### src/rtl/board_pkg.sv
// Shared board definitions: 2-bit cell encoding, row geometry and the row reader state type.
package board_pkg;

  localparam int ROW_LANES = 16;
  localparam int CELL_W    = 2;

  localparam logic [CELL_W-1:0] CELL_EMPTY   = 2'b00;
  localparam logic [CELL_W-1:0] CELL_BLACK   = 2'b01;
  localparam logic [CELL_W-1:0] CELL_WHITE   = 2'b10;
  localparam logic [CELL_W-1:0] CELL_INVALID = 2'b11;

  typedef enum logic [1:0] {
    IDLE   = 2'd0,
    SCAN   = 2'd1,
    FINISH = 2'd2
  } reader_state_t;

endpackage

### src/rtl/board_row_reader_next_lane_finder.sv
// Combinational search for the lowest non-empty lane at or above a starting lane.
module next_lane_finder
  import board_pkg::*;
(
  input  logic [ROW_LANES*CELL_W-1:0] row_i,
  input  logic [3:0]                  from_i,
  input  logic                        inclusive_i,
  output logic                        found_o,
  output logic [3:0]                  lane_o
);

  // Scanning downward lets the lowest qualifying lane overwrite any higher hit.
  always_comb begin
    found_o = 1'b0;
    lane_o  = 4'd0;
    for (int i = ROW_LANES - 1; i >= 0; i--) begin
      if ((row_i[i*CELL_W +: CELL_W] != CELL_EMPTY) &&
          ((4'(i) > from_i) || (inclusive_i && (4'(i) == from_i)))) begin
        found_o = 1'b1;
        lane_o  = 4'(i);
      end
    end
  end

endmodule

### src/rtl/board_row_reader.sv
// Streams a snapshotted 16-lane row one cell per handshake and counts non-empty cells.
// Define BOARD_ROW_READER_SKIP_EMPTY_EN to skip empty lanes at zero cycle cost.
module board_row_reader
  import board_pkg::*;
(
  input  logic        clk,
  input  logic        resetn,
  input  logic        start,
  input  logic [31:0] row_in,
  input  logic        out_ready,
  output logic        out_valid,
  output logic [1:0]  cell_out,
  output logic [3:0]  index_out,
  output logic        busy,
  output logic        done,
  output logic [4:0]  occupied_count
);

  reader_state_t state_q;
  logic [31:0]   snap_q;
  logic [3:0]    idx_q;
  logic [4:0]    count_q;
  logic          valid_q;
  logic          busy_q;
  logic          done_q;

  logic [1:0]    curCell;
  logic [3:0]    nextIdx_d;
  logic          nextLast_d;
  logic [3:0]    startIdx_d;
  logic          startEmpty_d;

  assign curCell = snap_q[{idx_q, 1'b0} +: 2];

`ifdef BOARD_ROW_READER_SKIP_EMPTY_EN
  logic       startFound;
  logic       nextFound;

  next_lane_finder u_start_finder (
    .row_i       (row_in),
    .from_i      (4'd0),
    .inclusive_i (1'b1),
    .found_o     (startFound),
    .lane_o      (startIdx_d)
  );

  next_lane_finder u_next_finder (
    .row_i       (snap_q),
    .from_i      (idx_q),
    .inclusive_i (1'b0),
    .found_o     (nextFound),
    .lane_o      (nextIdx_d)
  );

  assign startEmpty_d = !startFound;
  assign nextLast_d   = !nextFound;
`else
  assign startIdx_d   = 4'd0;
  assign startEmpty_d = 1'b0;
  assign nextIdx_d    = idx_q + 4'd1;
  assign nextLast_d   = (idx_q == 4'(ROW_LANES - 1));
`endif

  always_ff @(posedge clk) begin
    if (!resetn) begin
      state_q <= IDLE;
      snap_q  <= '0;
      idx_q   <= '0;
      count_q <= '0;
      valid_q <= 1'b0;
      busy_q  <= 1'b0;
      done_q  <= 1'b0;
    end else begin
      done_q <= 1'b0;
      case (state_q)
        IDLE: begin
          if (start) begin
            snap_q  <= row_in;
            count_q <= '0;
            busy_q  <= 1'b1;
            idx_q   <= startIdx_d;
            if (startEmpty_d) begin
              state_q <= FINISH;
              done_q  <= 1'b1;
            end else begin
              state_q <= SCAN;
              valid_q <= 1'b1;
            end
          end
        end
        SCAN: begin
          if (out_ready) begin
            count_q <= count_q + 5'(curCell != CELL_EMPTY);
            if (nextLast_d) begin
              state_q <= FINISH;
              valid_q <= 1'b0;
              done_q  <= 1'b1;
            end else begin
              idx_q <= nextIdx_d;
            end
          end
        end
        FINISH: begin
          state_q <= IDLE;
          busy_q  <= 1'b0;
        end
        default: begin
          state_q <= IDLE;
          valid_q <= 1'b0;
          busy_q  <= 1'b0;
        end
      endcase
    end
  end

  // Cell output is forced empty outside a scan so idle/reset shows 00.
  assign out_valid      = valid_q;
  assign cell_out       = valid_q ? curCell : CELL_EMPTY;
  assign index_out      = idx_q;
  assign busy           = busy_q;
  assign done           = done_q;
  assign occupied_count = count_q;

endmodule

### config.mk
export PLATFORM = sky130hd
export DESIGN_NAME = board_row_reader
export DESIGN_NICKNAME = d
export VERILOG_FILES = /design/src/rtl/board_pkg.sv /design/src/rtl/board_row_reader_next_lane_finder.sv /design/src/rtl/board_row_reader.sv
export SDC_FILE = /design/constraint.sdc
export NUM_CORES = 1
export LEC_CHECK = 0
export ABC_AREA = 0
export CAP_MARGIN = 30
export CORE_AREA = 2 2 82 84
export CTS_CLUSTER_DIAMETER = 60
export DETAILED_ROUTE_END_ITERATION = 8
export DIE_AREA = 0 0 84 86
export DONT_BUFFER_PORTS = 1
export PLACE_DENSITY = 0.51
export SLEW_MARGIN = 5
export SYNTH_ARGS = -nofsm -noshare
export SYNTH_HDL_FRONTEND = slang
export SYNTH_HIERARCHICAL = 1
export SYNTH_SLANG_ARGS = --single-unit
### constraint.sdc
create_clock -name clk -period 6 [get_ports clk]
set_clock_uncertainty 0.2 [all_clocks]
set_input_delay 0.9 -clock clk [delete_from_list [all_inputs] [get_ports clk]]
set_output_delay 0.9 -clock clk [all_outputs]
set_load 0.05 [all_outputs]
# Yosys cells after proc, flatten, opt, wreduce, memory -nomap -nowiden
# Index checks and enable logic that the tools add are counted.
[totals]
regBits = 46
latch_bits = 0
ramBits = 0
mem_bits_ro = 0
input_bits = 36
out_inout_bits = 14
word_cells = 47
n_memories = 0
[op_classes]
addsub = 2
n_mul = 0
div_mod_pow = 0
order_cmp = 0
eq_ne = 7
shifts = 1
mux = 18
n_bitwise = 2
reduce_logical = 10
[op_table]
columns = ["operator", "n"]
rows = [
  ["32-bit by 6-bit indexed part select with 2-bit output", 1],
  ["4-bit two-way mux", 3],
  ["5-bit two-way mux", 2],
  ["5-bit case mux with 2 select lines", 1],
  ["3-bit AND reduction", 3],
  ["2-bit two-way mux", 4],
  ["2-bit != test, second input constant", 4],
  ["4-bit case mux with 2 select lines", 1],
  ["4-bit AND reduction", 2],
  ["5-bit by 1-bit adder with 5-bit output", 1],
  ["4-bit by 1-bit adder with 4-bit output, second input constant", 1],
  ["4-bit equality test, second input constant", 1],
  ["1-bit two-way mux", 4],
  ["2-bit case mux with 2 select lines", 1],
  ["2-bit AND reduction", 2],
  ["2-bit nonzero test", 2],
  ["1-bit case mux with 3 select lines", 1],
  ["2-bit by 1-bit equality test with 1-bit output, second input constant", 1],
  ["2-bit equality test, second input constant", 1],
  ["2-bit logical NOT", 1],
  ["1-bit NOT", 2],
  ["1-bit case mux with 2 select lines", 1],
]

# Depth between registers and ports, before layout
# Gate-level depths: netlist (run 1).
[logic_depth]
word_depth = 5
ltp_mapped = 10

# Worst setup path before layout (run 1)
# No wires, ideal clock.
[synth_timing]
kind = "register -> output"
from = "register idx_q[1], in the netlist index_out[1]"
to = "output cell_out[0]"
arrival_ns = 2.015
t_required_ns = 4.900
path_slack_ns = 2.885
path_stages_with_launch = 5
path_cell_list = "dfxtp_1 > buf_6 > mux4_2 > mux2_4 > o211a_1"
[synth_between]
elab_chain_cells = 2
[synth_lines]
columns = ["element", "line", "source"]
rows = [
  ["start, declared", "board_row_reader.sv:21", "logic [3:0] idx_q;"],
  ["start signal, assigned", "board_row_reader.sv:81", "idx_q <= startIdx_d;"],
  ["start signal, assigned", "board_row_reader.sv:99", "idx_q <= nextIdx_d;"],
  ["32-bit by 6-bit indexed part select with 2-bit output", "board_row_reader.sv:33", "assign curCell = snap_q[{idx_q, 1'b0} +: 2];"],
  ["2-bit two-way mux", "board_row_reader.sv:118", "assign cell_out = valid_q ? curCell : CELL_EMPTY;"],
  ["end, declared", "board_row_reader.sv:12", "output logic [1:0] cell_out,"],
]
# Every way passes these cells.

# Final worst setup path (run 1)
[layout_timing]
from = "register idx_q[2], in the netlist index_out[2]"
to = "output cell_out[0]"
# The elaborated chain is that of the path after synthesis.

==> results of run 1 <==
-- through the flow --
step	area, sq um	utilization (%)	cells	setup WS [ps]	total power, mW
after floorplan	2160	-	231	2890	0.388
after global placement	2190	34.9	293	2630	0.398
after detailed placement	2190	34.9	293	2570	0.398
after CTS	2300	36.6	301	2240	0.630
after global routing	2310	36.9	302	2190	0.649
final	2310	36.9	302	2340	0.622
-- worst min path at each step --
stage                              end  depth (start not counted)
4_1_cts         snap_q[0]$_SDFFE_PN0P_                          2
3_3_place_gp   snap_q[30]$_SDFFE_PN0P_                          2
3_5_place_dp    snap_q[0]$_SDFFE_PN0P_                          2
2_1_floorplan  snap_q[20]$_SDFFE_PN0P_                          2
6_report        snap_q[7]$_SDFFE_PN0P_                          2
5_1_grt         snap_q[8]$_SDFFE_PN0P_                          2
-- cell usage in the layout (no fill, tap or decap), types with 2 or more instances in the layout --
cell,instances
and2_1,3
xnor2_1,3
a21oi_1,2
inv_1,4
a31oi_1,2
mux2i_1,4
nor2b_1,2
nand3_1,3
clkbuf_8,5
nor3b_1,2
and3_1,4
mux4_1,4
o21ai_0,4
nand2_1,68
a21boi_0,34
nor2_1,4
dfxtp_1,46
mux4_2,4
buf_4,2
ha_1,3
o211a_1,2
-- kinds of logic (layout without fill, tap and decap cells) --
group,after synthesis,count (layout),share of synthesized area (%)
simple gates,95,95,20.5
mux,14,14,12.1
flops,46,46,42.7
fa+ha+maj,3,3,1.74
buf+inv,21,15,4.70
xor+xnor,3,3,1.22
compound gates,49,49,17.0
-- power groups by stage --
stage / clock network (mW) / logic [mW] / registers [mW]
after floorplan: 0 / 0.0484 / 0.339
after global placement: 0 / 0.0530 / 0.345
after detailed placement: 0 / 0.0543 / 0.344
after CTS: 0.239 / 0.0542 / 0.337
after global routing: 0.249 / 0.0618 / 0.339
final: 0.232 / 0.0531 / 0.337
-- flip-flops by register name (all words and copies together), names as in the netlist --
| register | flops |
|---|---|
| out_valid | 1 |
| snap_q | 32 |
| state_q | 2 |
| done | 1 |
| occupied_count | 5 |
| busy | 1 |
| index_out | 4 |
-- final cells by class --
class	instances	area, sq um	area share, %
timing repair buffer	3	30.0	1.30
sequential	46	921	39.8
clock buffer	6	72.6	3.14
multi-input combinational	164	1140	49.4
tap	77	96.3	4.16
clock inverter	2	37.5	1.62
inverter	4	15.0	0.649
-- worst reg2reg max path, cell delays in order (launching register included) --
cell and delay, ps:
dfxtp_1 990, mux4_1 650, mux2i_1 200, a31oi_1 150
ha_1 270, ha_1 190, nor4b_2 160, xnor2_1 160
nor2_1 60
-- per-layer routing --
metal,vias up,GRT usage (%),wire [um]
met5,-,0,0
met4,0,4.84,63
met3,6,3.85,235
met2,38,20.9,2060
met1,701,17.5,2240
li1,781,-,-
==> results.sh, run 1 <==
export IMPL_power_density_nw_per_um2=269
export IMPL_max_vdd_ir_drop_uv=136
export IMPL_nNetsFinal=263
export IMPL_worst_pin_slew_ps=997
export IMPL_sw_frac_of_total_pct=24.6
export IMPL_ys_seq_area_share_pct=42.7
export IMPL_drtAntennaViolNets=0
export IMPL_ff2ff_setup_slack_ps=2880
export IMPL_yosys_cell_count_top_type="nand2_1"
export IMPL_synth_async_reset_ratio_pct=0
export IMPL_cts_root_buf="clkbuf_8"
export IMPL_cpLargestDelayFamily="flip-flops"
export IMPL_die_h_um=86
export IMPL_yosysTopAreaCellShare_pct=42.7
export IMPL_reg2reg_from="index_out[2]$_SDFFE_PN0P_"
export IMPL_critPathCapture="cell_out[0]"
export IMPL_cell_internal_pwr_mw=0.469
export IMPL_antenna_found_initial=0
export IMPL_slowest_stage="dfxtp_1"
export IMPL_drv_cap=0
export IMPL_status="finished clean"
export IMPL_grt_util_all_layers_pct=13.3
export IMPL_pwr_share_clk_pct=37.4
export IMPL_synthToLayoutAreaGrowth_pct=7.25
export IMPL_synth_edf_count=0
export IMPL_grt_pass1_vias=1530
export IMPL_p_comb_share_pct=8.5
export IMPL_wl_per_cell_um=15.2
export IMPL_netlist_instances=231
export IMPL_die_w_um=84
export IMPL_dieArea_sq_um=7220
export IMPL_cp_num_buf_inv=0
export IMPL_vias_per_cell=5.05
export IMPL_arrival_ps=2560
export IMPL_synth_fp_nets=270
export IMPL_cp_start_kind="flip-flop"
export IMPL_rr_worst_depth=8
export IMPL_coreArea_sq_um=6280
export IMPL_overflow=0
export IMPL_gp_congestion=0.695
export IMPL_crit_fanout=14
export IMPL_drive_above_1_share_pct=8.89
export IMPL_h_tree_depth=2
export IMPL_maxSlewHeadroom_pct=33.4
export IMPL_cts_hold_buf=0
export IMPL_synth_seq_cells=46
export IMPL_io_pins=50
export IMPL_cts_resized=0
export IMPL_slowest_delay_ps=990
export IMPL_io_buffers=0
export IMPL_slew_violations=0
export IMPL_drt_pass1_iter_count=4
export IMPL_syn_area_sq_um=2160
export IMPL_r2r_end="occupied_count[4]$_SDFFE_PN0P_"
export IMPL_leakage_nw=0.865
export IMPL_antennaDiodeCount=0
export IMPL_cp_depth=4
export IMPL_rows=29
export IMPL_ys_types=39
export IMPL_start_util_pct=34.4
export IMPL_hp_start="snap_q[7]$_SDFFE_PN0P_"
export IMPL_remaining_drc_errors=0
export IMPL_clock_latency_ps=300
export IMPL_setup_viol_count_final=0
export IMPL_synth_common_cells="nand2_1, dfxtp_1, a21boi_0, buf_2, clkbuf_1"
export IMPL_hold_violations=0
export IMPL_period_needed_ps=3660
export IMPL_synth_top_cell_by_area="dfxtp_1"
export IMPL_switching_power_mw=0.153
export IMPL_hold_slack_ps=266
export IMPL_vias=1526
export IMPL_path_clk_slew_ps=90
export IMPL_finalCritPeriodShare_pct=61.0
export IMPL_grt_max_degree=46
export IMPL_worstSetupEndpointType="primary output"
export IMPL_drt_total_wl_um=4600
export IMPL_worstSetupStartpoint="index_out[2]$_SDFFE_PN0P_"
export IMPL_n_fill_cell=658
export IMPL_hpwlAfterDp_um=3200
export IMPL_synth_main_ff_cell="dfxtp_1"
export IMPL_drt_iter0_drc=81
export IMPL_path_cells="mux4_1 -> mux2i_1 -> nand2_1 -> o211a_1"
export IMPL_seqPwrFrac_pct=54.1
export IMPL_cts_setup_buffers=0
export IMPL_rsz0062_at_grt="no"
export IMPL_hp_class="flip-flop to flip-flop"
export IMPL_synth_area_top_cells="dfxtp_1, a21boi_0, nand2_1"
export IMPL_critPathRequiredTime_ps=4900
export IMPL_worstSetupPathType="flip-flop to primary output"
export IMPL_grt_pass1_wl_um=7600
export IMPL_yosysWarnings=6
export IMPL_syn_area_per_cell_sq_um=9.34
export IMPL_cts_max_path_buffers=2
export IMPL_cts_buffers=5
export IMPL_max_freq_mhz=273
export IMPL_setup_tns_ps=0
export IMPL_cts_tree="yes"
export IMPL_cts_sinks=46
No activity file was read; power rests on OpenSTA's default activity.
==> run 2, diff against run 1 <==
clock period = 3.6 ns   (was 6 ns; I/O delays follow)
==> run 2 against run 1 <==
Clock-buffer cell count did not move. First-iteration DRC count did not move. Register-to-register slack got worse by 2100 ps. Worst setup slack got worse by 1700 ps. Routed wire length rose by 1.5%. Final area rose by 0.32%. Final cell count rose by 0.66%. Sequential cell count did not move. Combinational power rose by 72%. Largest power group unchanged.
==> results.sh, run 2 (synthesized netlist as in run 1, its figures left out) <==
export IMPL_status="finished clean"
export IMPL_vias_per_cell=5.06
export IMPL_wl_met2_um=2210
export IMPL_h_tree_depth=2
export IMPL_cts_tree="yes"
export IMPL_antennaDiodeCount=0
export IMPL_cts_sinks=46
export IMPL_worstSetupStartpoint="index_out[2]$_SDFFE_PN0P_"
export IMPL_remaining_drc_errors=0
export IMPL_largest_reg_flops=32
export IMPL_hold_end="state_q[0]$_SDFFE_PN0P_"
export IMPL_dieArea_sq_um=7220
export IMPL_drt_pass1_iter_count=4
export IMPL_nNetsFinal=265
export IMPL_leakage_nw=0.874
export IMPL_cts_max_path_buffers=2
export IMPL_rr_worst_depth=9
export IMPL_max_freq_mhz=337
export IMPL_drtAntennaViolNets=0
export IMPL_critPathRequiredTime_ps=2860
export IMPL_drive_above_1_share_pct=9.69
export IMPL_route_met3_wl_um=203
export IMPL_cts_buffers=5
export IMPL_setup_tns_ps=0
export IMPL_die_h_um=86
export IMPL_layout_common_cells="nand2_1, dfxtp_1, a21boi_0"
export IMPL_cp_num_buf_inv=0
export IMPL_rows=29
export IMPL_placed_area_sq_um=2210
export IMPL_grt_util_all_layers_pct=13.8
export IMPL_wl_per_cell_um=15.4
export IMPL_period_needed_ps=2960
export IMPL_cpLargestDelayFamily="multiplexers"
export IMPL_rsz0062_at_grt="no"
export IMPL_drt_total_wl_um=4670
export IMPL_arrival_ps=2220
export IMPL_dr_max_layer_used="met4"
export IMPL_antenna_found_initial=0
export IMPL_finalCritPeriodShare_pct=82.3
export IMPL_hpwlAfterDp_um=3290
export IMPL_coreArea_sq_um=6280
export IMPL_overflow=0
export IMPL_worst_pin_slew_ps=804
export IMPL_io_buffers=0
export IMPL_reg2reg_from="index_out[1]$_SDFFE_PN0P_"
export IMPL_slew_violations=0
export IMPL_start_util_pct=34.4
export IMPL_io_pins=50
export IMPL_wl_met1_um=2190
export IMPL_hp_class="input port to flip-flop"
export IMPL_drt_iter0_drc=81
export IMPL_slowest_delay_ps=680
export IMPL_ff2ff_setup_slack_ps=800
export IMPL_r2r_end="occupied_count[4]$_SDFFE_PN0P_"
export IMPL_cp_start_kind="flip-flop"
export IMPL_power_density_nw_per_um2=445
export IMPL_worstSetupEndpointType="primary output"
export IMPL_maxSlewHeadroom_pct=46.4
export IMPL_vias=1537
export IMPL_cts_resized=0
export IMPL_gp_congestion=0.751
export IMPL_final_common_cell="nand2_1"
export IMPL_holdPathStages=1
export IMPL_path_cells="mux4_1 -> mux2i_1 -> nand2_1 -> o211a_1"
export IMPL_grt_max_degree=46
export IMPL_cts_setup_buffers=0
export IMPL_hp_start="resetn"
export IMPL_drv_cap=0
export IMPL_path_clk_slew_ps=90
export IMPL_crit_fanout=14
export IMPL_max_vdd_ir_drop_uv=224
export IMPL_final_area_sq_um=2320
export IMPL_setup_viol_count_final=0
export IMPL_largest_register="snap_q"
export IMPL_synthToLayoutAreaGrowth_pct=7.59
export IMPL_grt_pass1_vias=1540
export IMPL_grt_pass1_wl_um=7750
export IMPL_die_w_um=84
export IMPL_hold_violations=0
export IMPL_n_fill_cell=647
export IMPL_cts_root_buf="clkbuf_8"
export IMPL_cts_hold_buf=0
export IMPL_worstSetupPathType="flip-flop to primary output"
export IMPL_slowest_stage="dfxtp_1"
export IMPL_clock_latency_ps=290
## run 2: area by class of cell
class,count,area [sq um],area share [%]
inverters,4,15.0,0.647
repair buffers,5,37.5,1.62
well taps,77,96.3,4.15
flip-flops and latches,46,921,39.7
clock buffers,6,72.6,3.12
multi-input cells,164,1140,49.2
clock inverters,2,37.5,1.62
## run 2: metrics by stage
stage	hold slack, ps	cells	worst slack [ps]	total power [mW]	utilization, %
after global routing	145	304	504	1.09	37.0
after floorplan	239	231	736	0.646	-
after global placement	253	296	839	0.664	35.2
after detailed placement	257	296	751	0.665	35.2
after CTS	154	304	592	1.05	37.0
final	161	304	637	1.03	37.0
## run 2: worst max-delay path by stage
stage	to	depth (start not counted)	slack, ps
5_1_grt	cell_out[1]	4	500
3_3_place_gp	occupied_count[4]$_SDFFE_PN0P_	9	840
3_5_place_dp	occupied_count[4]$_SDFFE_PN0P_	9	750
2_1_floorplan	occupied_count[4]$_SDFFE_PN0P_	10	740
6_report	cell_out[0]	4	640
4_1_cts	cell_out[0]	4	590
## run 2: per-layer routing
| layer | track usage, % | up-vias |
|---|---|---|
| met2 | 22.5 | 32 |
| met5 | 0 | - |
| met4 | 4.84 | 0 |
| met3 | 3.85 | 4 |
| met1 | 17.6 | 718 |
| li1 | - | 783 |
## run 2: power by group
group          switching (mW)  internal [mW]  total, mW
clock                   0.177          0.207      0.384
combinational          0.0507         0.0405     0.0912
sequential             0.0250          0.534      0.559
## run 2: worst reg2reg max path, delay by kind of cell (launching register included)
family          cells  cell delay, ps
compound gates      1              70
mux                 2             850
fa+ha+maj           2             440
flops               1             620
simple gates        3             360
xor+xnor            1             160
==> run 3, diff against run 2 <==
PLACE_DENSITY = 0.53   (was 0.51)
clock period = 2.7 ns   (was 3.6 ns; I/O delays follow)
==> run 3 against run 2 <==
Clock power grew 36%. Combinational power is 38% higher. Sequential power grew 32%. Via count is 1.0% higher. First-iteration DRC count down 56%. Worst hold slack got worse by 140 ps. Die area did not move. Register-to-register slack got worse by 610 ps. Critical path type unchanged. Largest cell class unchanged.
==> results.sh, run 3 (synthesized netlist as in run 1, its figures left out) <==
export IMPL_status="finished clean"
export IMPL_rows=29
export IMPL_io_buffers=0
export IMPL_hpwlAfterDp_um=3240
export IMPL_seqPwrFrac_pct=53.3
export IMPL_grt_util_all_layers_pct=13.5
export IMPL_die_w_um=84
export IMPL_finalCritPeriodShare_pct=93.6
export IMPL_slew_violations=0
export IMPL_drtAntennaViolNets=0
export IMPL_start_util_pct=34.4
export IMPL_hold_violations=0
export IMPL_rr_worst_depth=9
export IMPL_crit_fanout=14
export IMPL_cts_tree="yes"
export IMPL_drt_total_wl_um=4540
export IMPL_remaining_drc_errors=0
export IMPL_largest_reg_flops=32
export IMPL_worstSetupEndpointType="primary output"
export IMPL_period_needed_ps=2530
export IMPL_antennaDiodeCount=0
export IMPL_sw_frac_of_total_pct=24.9
export IMPL_reg2reg_from="index_out[1]$_SDFFE_PN0P_"
export IMPL_setup_viol_count_final=0
export IMPL_cts_sinks=46
export IMPL_cts_buffers=5
export IMPL_p_comb_share_pct=9.0
export IMPL_io_pins=50
export IMPL_drv_cap=0
export IMPL_h_tree_depth=2
export IMPL_vias=1553
export IMPL_r2r_end="occupied_count[4]$_SDFFE_PN0P_"
export IMPL_nNetsFinal=270
export IMPL_clock_latency_ps=300
export IMPL_critPathRequiredTime_ps=2100
export IMPL_max_vdd_ir_drop_uv=307
export IMPL_cell_internal_pwr_mw=1.04
export IMPL_finalPower_mw=1.39
export IMPL_power_density_nw_per_um2=587
export IMPL_hold_end="state_q[0]$_SDFFE_PN0P_"
export IMPL_cts_max_path_buffers=2
export IMPL_grt_pass1_wl_um=7620
export IMPL_dieArea_sq_um=7220
export IMPL_setup_tns_ps=0
export IMPL_arrival_ps=1920
export IMPL_grt_pass1_vias=1518
export IMPL_gp_congestion=0.771
export IMPL_antenna_found_initial=0
export IMPL_overflow=0
export IMPL_max_freq_mhz=396
export IMPL_layout_common_cells="nand2_1, dfxtp_1, a21boi_0"
export IMPL_drive_above_1_share_pct=12.9
export IMPL_final_common_cell="nand2_1"
export IMPL_worstSetupStartpoint="index_out[2]$_SDFFE_PN0P_"
export IMPL_hp_class="input port to flip-flop"
export IMPL_worstSetupPathType="flip-flop to primary output"
export IMPL_cts_root_buf="clkbuf_8"
export IMPL_ff2ff_setup_slack_ps=190
export IMPL_synthToLayoutAreaGrowth_pct=9.68
export IMPL_coreArea_sq_um=6280
export IMPL_worst_pin_slew_ps=709
export IMPL_vias_per_cell=5.03
export IMPL_n_fill_cell=648
export IMPL_switching_power_mw=0.346
export IMPL_maxSlewHeadroom_pct=51.4
export IMPL_path_clk_slew_ps=90
export IMPL_largest_register="snap_q"
export IMPL_pwr_share_clk_pct=37.7
export IMPL_wl_per_cell_um=14.7
export IMPL_die_h_um=86
export IMPL_holdPathStages=1
export IMPL_drt_iter0_drc=36
export IMPL_hp_start="resetn"
export IMPL_rsz0062_at_grt="no"
export IMPL_drt_pass1_iter_count=4
export IMPL_grt_max_degree=46
export IMPL_cp_start_kind="flip-flop"
export IMPL_leakage_nw=0.908
==> run 3: cell count changes in the layout (fill, tap and decap cells not counted), sizes merged <==
cell / delta
buf: +4
clkinv: +1
clkinvlp: -1
inv: +1
==> run 3: critical path: stages, from the launching register on <==
cell and delay [ps]:
dfxtp_4 460, mux4_1 570, mux2i_1 200, nand2_1 80, o211a_1 310
==> run 3: how the worst max path moves through the flow <==
stage,end,slack (ps)
after floorplan,occupied_count[4]$_SDFFE_PN0P_,20
after global placement,occupied_count[4]$_SDFFE_PN0P_,130
after detailed placement,occupied_count[4]$_SDFFE_PN0P_,70
after CTS,cell_out[0],50
after global routing,occupied_count[4]$_SDFFE_PN0P_,20
final,cell_out[0],170
==> run 3: metrics by stage <==
stage | instance area (sq um) | std cells | hold WS, ps | utilization, % | setup slack [ps]
CTS | 2360 | 308 | 16.4 | 37.6 | 46.2
finish | 2370 | 309 | 25.4 | 37.7 | 172
global placement | 2240 | 300 | 253 | 35.8 | 128
detailed placement | 2240 | 300 | 255 | 35.8 | 74.1
global route | 2370 | 309 | 6.74 | 37.7 | 15.4
floorplan | 2160 | 231 | 239 | - | 19.6
==> run 3: what timing repair did <==
item / in CTS / in global routing
endpoints found under the setup margin: 0 / 5
setup buffers: 0 / 1
endpoints found under the hold margin: 0 / 0
hold buffers: 0 / 0
resized for setup: 0 / 2
==> run 3: routing by layer <==
layer  up-vias  GRT usage (%)  wire (um)
met3         4           4.33        192
met4         0           4.69         58
met2        31           20.9       2120
met1       718           17.7       2170
li1        800              -          -
met5         -              0          0
==> run 3: layout make-up <==
cell class / instances / area (sq um) / area share [%]
Tap cell: 77 / 96.3 / 4.07
Multi-Input combinational cell: 164 / 1140 / 48.3
Clock buffer: 5 / 68.8 / 2.91
Timing Repair Buffer: 10 / 72.6 / 3.07
Clock inverter: 3 / 43.8 / 1.85
Inverter: 4 / 15.0 / 0.634
Sequential cell: 46 / 928 / 39.2
==> run 3: power by group through the flow <==
stage	sequential, mW	combinational, mW	clock, mW
floorplan	0.754	0.108	0
detailed placement	0.759	0.129	0
global placement	0.760	0.128	0
CTS	0.743	0.129	0.543
finish	0.740	0.126	0.524
global route	0.746	0.144	0.574
